[src/rtl/apb_pkg.sv]
// Shared APB definitions: FSM states, PPROT bit constants, default timeout.
package apb_pkg;

  typedef enum logic [1:0] {
    APB_IDLE   = 2'd0,
    APB_SETUP  = 2'd1,
    APB_ACCESS = 2'd2,
    APB_RESP   = 2'd3
  } apb_state_t;

  localparam logic [2:0] PPROT_PRIV  = 3'b001;
  localparam logic [2:0] PPROT_NSEC  = 3'b010;
  localparam logic [2:0] PPROT_INSTR = 3'b100;

  localparam int unsigned APB_TIMEOUT_DEF = 255;

endpackage

[src/rtl/apb_initiator.sv]
// APB4 requester: one valid/ready request in flight, converted to an
// APB SETUP/ACCESS transfer with a bounded wait-state timeout.
module apb_initiator
  import apb_pkg::*;
#(
  parameter int unsigned TIMEOUT = APB_TIMEOUT_DEF
) (
  input  logic        clock,
  input  logic        reset,
  input  logic        req_valid,
  output logic        req_ready,
  input  logic [31:0] req_addr,
  input  logic        req_write,
  input  logic [31:0] req_wdata,
  input  logic [3:0]  req_wstrb,
  input  logic [2:0]  req_prot,
  output logic        rsp_valid,
  input  logic        rsp_ready,
  output logic [31:0] rsp_rdata,
  output logic        rsp_err,
  output logic [31:0] out_paddr,
  output logic [31:0] out_pwdata,
  output logic        out_psel,
  output logic        out_penable,
  output logic        out_pwrite,
  output logic [2:0]  out_pprot,
  output logic [3:0]  out_pstrb,
  input  logic        out_pready,
  input  logic        out_pslverr,
  input  logic [31:0] out_prdata
);

  apb_state_t  state;
  apb_state_t  state_nxt;
  logic        alive;
  logic [7:0]  wcnt;
  logic [7:0]  wcnt_inc;
  logic        tmo;
  logic        req_hs;
  logic [31:0] addr_q;
  logic [31:0] wdata_q;
  logic        write_q;
  logic [3:0]  strb_q;
  logic [2:0]  prot_q;

  // alive keeps req_ready low while reset is held
  assign req_ready = alive && (state == APB_IDLE);
  assign req_hs    = req_valid && req_ready;
  assign rsp_valid = (state == APB_RESP);

  assign out_psel    = (state == APB_SETUP) || (state == APB_ACCESS);
  assign out_penable = (state == APB_ACCESS);
  assign out_paddr   = addr_q;
  assign out_pwdata  = wdata_q;
  assign out_pwrite  = write_q;
  assign out_pstrb   = strb_q;
  assign out_pprot   = prot_q;

  assign wcnt_inc = (wcnt == 8'hFF) ? wcnt : wcnt + 8'd1;
  assign tmo = (TIMEOUT != 0) && (32'(wcnt_inc) == TIMEOUT);

  always_comb begin
    state_nxt = state;
    unique case (state)
      APB_IDLE:   if (req_hs) state_nxt = APB_SETUP;
      APB_SETUP:  state_nxt = APB_ACCESS;
      APB_ACCESS: if (out_pready || tmo) state_nxt = APB_RESP;
      APB_RESP:   if (rsp_ready) state_nxt = APB_IDLE;
    endcase
  end

  always_ff @(posedge clock or negedge reset) begin
    if (!reset) begin
      state <= APB_IDLE;
      alive <= 1'b0;
    end else begin
      state <= state_nxt;
      alive <= 1'b1;
    end
  end

  always_ff @(posedge clock or negedge reset) begin
    if (!reset) begin
      addr_q  <= '0;
      wdata_q <= '0;
      write_q <= 1'b0;
      strb_q  <= '0;
      prot_q  <= '0;
      wcnt    <= '0;
    end else if (req_hs) begin
      addr_q  <= req_addr;
      wdata_q <= req_wdata;
      write_q <= req_write;
      strb_q  <= req_write ? req_wstrb : 4'h0;
      prot_q  <= req_prot;
      wcnt    <= '0;
    end else if (state == APB_ACCESS && !out_pready) begin
      wcnt <= wcnt_inc;
    end
  end

  // pready wins over a timeout landing in the same cycle
  always_ff @(posedge clock or negedge reset) begin
    if (!reset) begin
      rsp_rdata <= '0;
      rsp_err   <= 1'b0;
    end else if (state == APB_ACCESS) begin
      if (out_pready) begin
        rsp_rdata <= write_q ? 32'h0 : out_prdata;
        rsp_err   <= out_pslverr;
      end else if (tmo) begin
        rsp_rdata <= 32'h0;
        rsp_err   <= 1'b1;
      end
    end
  end

endmodule

[config.mk]
export PLATFORM = sky130hd
export DESIGN_NAME = apb_initiator
export DESIGN_NICKNAME = d
export VERILOG_FILES = /design/src/rtl/apb_pkg.sv /design/src/rtl/apb_initiator.sv
export SDC_FILE = /design/constraint.sdc
export NUM_CORES = 1
export LEC_CHECK = 0
export CORE_ASPECT_RATIO = 0.9
export CORE_MARGIN = 5
export CORE_UTILIZATION = 38
export DETAILED_ROUTE_END_ITERATION = 6
export GPL_TIMING_DRIVEN = 0
export PLACE_DENSITY = 0.79
export SYNTH_ARGS = -nofsm -noshare
export SYNTH_HDL_FRONTEND = slang
export SYNTH_SLANG_ARGS = --single-unit
[constraint.sdc]
create_clock -name clock -period 1.9 [get_ports clock]
set_input_delay 0.38 -clock clock [delete_from_list [all_inputs] [get_ports clock]]
set_output_delay 0.38 -clock clock [all_outputs]
set_load 0.03 [all_outputs]
# After elaboration in Yosys (flattened, before gate mapping)

Index checks and enable logic that the tools add are counted.

Add/sub/neg operators: 1
Multiply operators: 0
Divide/modulo/power cells: 0
Order comparisons: 0
Equality and inequality tests: 8
Shifts and indexed selects: 0
Muxes and demuxes: 13
Bitwise logic cells: 0
Reduce and logical (&&, ||, !) cells: 11

Operators with widths:

| cell                                                   | number |
|---|---|
| two-way mux 32 bit                                     | 3 |
| two-way mux 8 bit                                      | 3 |
| == test 8 bit (second input constant)                  | 2 |
| adder 8 x 1 -> 8 bit (second input constant)           | 1 |
| case mux 2 bit (4 select lines)                        | 1 |
| two-way mux 2 bit                                      | 3 |
| == test 2 bit (second input constant)                  | 2 |
| two-way mux 4 bit                                      | 1 |
| inequality test 2 x 1 -> 1 bit (second input constant) | 2 |
| nonzero test 2 bit                                     | 2 |
| logical AND 1 bit                                      | 3 |
| AND reduction 3 bit                                    | 1 |
| == test 2 x 1 -> 1 bit (second input constant)         | 1 |
| logical NOT 2 bit                                      | 1 |
| logical OR 1 bit                                       | 2 |
| two-way mux 1 bit                                      | 2 |
| inequality test 2 bit (second input constant)          | 1 |
| AND reduction 2 bit                                    | 1 |
| logical NOT 1 bit                                      | 1 |

Flip-flop bits (word level): 116
Latch bits: 0
RAM bits: 0
ROM bits: 0
Input port bits: 110
Output and inout port bits: 109
Logic and storage cells: 43
Memories: 0

# Depth between registers and ports, before layout

Word-level depth: 6
Mapped depth: 8
Gate-level depth less buffers: 7

# Least setup slack after synthesis

No wires, ideal clock.

Path kind: register to register
From: register state[0]
To: register wcnt[5]
Setup time: 132 ps
Data arrival time: 1773 ps
Data required time: 1768 ps
Slack: -5 ps
Cell stages (with the launch flop): 9
Buffers on the path: 1
Period minus slack after synthesis: 1905 ps
Path through: dfrtp_1 inv_1 ha_1 buf_2 and2b_1 o21ai_0 nor3_1 xnor2_1 nor2_1

Elaborated cells on any way between the ends: 7
Classes of those cells: 1 x eq/ne; 1 x mux; 5 x reduce/logical

RTL lines:

| what                                | line                | source |
|---|---|---|
| start: declaration                  | apb_initiator.sv:33 | `apb_state_t state;` |
| start signal: assignment            | apb_initiator.sv:77 | `state <= state_nxt;` |
| == test 2 bit                       | n/a                 |  |
| net out_penable                     | apb_initiator.sv:24 | `output logic out_penable,` |
| logical AND 1 bit                   | apb_initiator.sv:97 | `end else if (state == APB_ACCESS && !out_pready) begin` |
| nonzero test 2 bit (no source line) | n/a                 |  |
| end signal: assignment              | apb_initiator.sv:98 | `wcnt <= wcnt_inc;` |
| end: declaration                    | apb_initiator.sv:36 | `logic [7:0] wcnt;` |

The timed path passes the listed nets, and every way through them passes these cells.
A chain may end at the register's enable or synchronous reset.

# Worst setup path after layout

From: register wdata_q[27], in the netlist out_pwdata[27]
To: output out_pwdata[27]

RTL lines:

| what                     | line                | source |
|---|---|---|
| start: declaration       | apb_initiator.sv:41 | `logic [31:0] wdata_q;` |
| start signal: assignment | apb_initiator.sv:92 | `wdata_q <= req_wdata;` |
| end: declaration         | apb_initiator.sv:22 | `output logic [31:0] out_pwdata,` |

No word-level cell between the ends.

==> results.cfg <==
[setup_path]
max_stage_delay_ps = 700
cp_data_required_time_ps = 1520
crit_path_max_fanout = 2
cp_slowest_cell = clkdlybuf4s50_1
cp.arrival_ps = 1460
path_buf_inv = 1
cp_cell_sequence = clkdlybuf4s50_1
path_class = reg -> out
start_kind = register
cpLargestDelayFamily = buffers and inverters
worstSetupEndpointType = output port

[sta]
finalSetupViolCount = 0
slew_headroom_pct = 49.0
worstMarginPinSlew_ps = 765
rsz0062_at_grt = true
min_period_over_period_pct = 97.0
skew_ps = 9.47
fin_crit_ps = 1840
slew_violations = 0
hold_viol_final = 0
timing.fmax_mhz = 542

[synthesis]
ys_seq_area_share_pct = 57.0
yosysTopAreaCell = dfrtp_1
yosysUniqueCellTypes = 45
syn_area_um2 = 5090
synthArstFlopShare_pct = 100
synth_edf_count = 0
synth_area_leaders = dfrtp_1, nand2_1, a2bb2oi_1
ys_warn_count = 0
synth_top_area_share_pct = 57.0
yosys_register_bits = 116
syn_area_per_cell_um2 = 9.48
ys.flop_type = dfrtp_1
syn-num-nets = 652
netlist_instances = 537

[clocking]
clockBufferDepth = 2
path_clk_slew_ps = 50
clock_latency_ps = 410
cts_sinks = 116
htreeDepth = 4
root_buffer = clkbuf_16
cts_buffers = 17
cts_tree = done

[finish]
fin_util_pct = 62.2
regArea_um2 = 2910
stdcell_count = 960
syn_to_final_growth_pct = 62.2
n_antenna_cell = 0
drive_above_1_share_pct = 15.2
fillers = 1023
multi_input_area_um2 = 1950
nNetsFinal = 894

[detailed_routing]
drc = 0
dr.first_iter.drc_count = 224
drt_first_pass_iters = 4
wirelength_um = 15600
ant_nets = 0
wl_per_cell_um = 16.3
vias = 4679
via_per_inst = 4.87

[grt]
antenna_found_initial = 0
grt_max_degree = 61
grt_use_total_pct = 19.8
grt-ovfl-total = 0
grt_pass1_vias = 4920
grt_pass1_wl_um = 25100

[floorplan]
die_h_um = 120
start_util_pct = 38.4
core_area_um2 = 13300
io_pins = 219
rows = 40
dieWidth_um = 132
die-area_um2 = 15800

[power_and_ir_drop]
p_leak_nw = 4.04
peakVddDrop_mv = 0.957
powerDensity_nw_per_um2 = 1830
p_total_w = 0.0151

[placed_design]
gp_congestion = 0.839
io_buffer_count = 218
hpwl_um = 11600
post-place-cells = 924

[run]
drv_cap = 0

[worst_hold_path]
hold_path_class = in -> async

[outcome]
status = completed
[synthesized netlist by cell type (all sizes together), types with 2 or more instances]
master,number
nand2,222
dfrtp,116
inv,36
o21ai,35
a2bb2oi,33
clkbuf,22
nand3,9
buf,8
nor2,8
a21oi,5
ha,5
nor3,4
and3,3
and4,3
o211ai,3
a211oi,2
a21o,2
and2,2
nand2b,2
nand4,2
xnor2,2
[worst paths after layout]
path	from	endpoint	slack, ps	depth (start not counted)
max	out_pwdata[27]	out_pwdata[27]	60	1
min	reset	rsp_rdata[22]	30	1
max reg2reg	wcnt[0]	rsp_rdata[26]	70	7
min reg2reg	out_pstrb[2]	out_pstrb[2]	470	2
max in group asynchronous	reset	out_pwdata[29]	1120	2
min in group clock	out_pstrb[2]	out_pstrb[2]	470	2
[what timing repair did]
| action | CTS | global route |
|---|---|---|
| hold buffers | 0 | 0 |
| setup endpoints to repair | 117 | 119 |
| gates resized for setup | 25 | 50 |
| pin swaps | 2 | 1 |
| setup buffers | 0 | 5 |
[layout make-up]
| type | count | area share [%] |
|---|---|---|
| tap | 168 | 2.55 |
| clock inverter | 9 | 1.52 |
| inverter | 36 | 1.64 |
| multi-input combinational | 355 | 23.6 |
| clock buffer | 23 | 5.91 |
| buffer | 29 | 2.17 |
| timing repair buffer | 224 | 27.4 |
| sequential | 116 | 35.2 |
[layer usage]
| metal | vias to the layer above | wire [µm] | global-route usage (%) |
|---|---|---|---|
| met5 | - | 0 | 0 |
| met4 | 0 | 254 | 6.62 |
| met3 | 21 | 1370 | 9.39 |
| met2 | 181 | 7710 | 32.6 |
| met1 | 2248 | 6320 | 22.8 |
| li1 | 2229 | - | - |
[cell usage in the layout (no fill, tap or decap), types with 4 or more instances in the layout]
cell	netlist	final
nand3_1	8	8
clkbuf_8	0	4
dfrtp_1	116	114
clkbuf_16	0	17
nand2_1	222	222
clkinv_2	0	4
nor2_1	8	7
o21ai_2	31	32
a2bb2oi_1	33	33
clkdlybuf4s50_1	0	202
clkbuf_1	22	5
buf_4	4	10
inv_1	36	35
dlymetal6s2s_1	0	10
clkbuf_2	0	17
[state kept, by name, indices dropped and copies added (netlist names)]
register and cells:
out_paddr 32, out_pwdata 32, rsp_rdata 32, wcnt 8, out_pstrb 4, out_pprot 3, state 2, alive 1
out_pwrite 1, rsp_err 1
[cells by family after synthesis]
kind of cell	share of synthesized area, %
xor gates and xnor gates	0.516
other	0.0737
AOI/OAI and AO/OA	14.7
DFF	57.0
buffers and inverters	5.63
muxes	0.492
and+or+nand+nor	20.4
adders and majority gates	1.23
[stage by stage]
stage               TNS [ps]  instance area [µm²]  worst slack [ps]  hold WS (ps)
global route           -35.8                 8250             -9.61          90.0
finish                     0                 8250              56.2          28.7
detailed placement    -21370                 7510              -331           458
floorplan                  0                 5090              88.0          84.4
CTS                        0                 8140             0.109          48.3
global placement     -466110                 7480             -3880           452
[report_power, final]
group          internal [W]  total, W  leakage [nW]  switching (W)
Sequential          0.00356   0.00424          1.39       0.000679
Combinational       0.00320   0.00755          2.35        0.00434
Clock               0.00219   0.00329         0.299        0.00110
Total               0.00896    0.0151          4.04        0.00612
No activity file was read; power rests on OpenSTA's default activity.
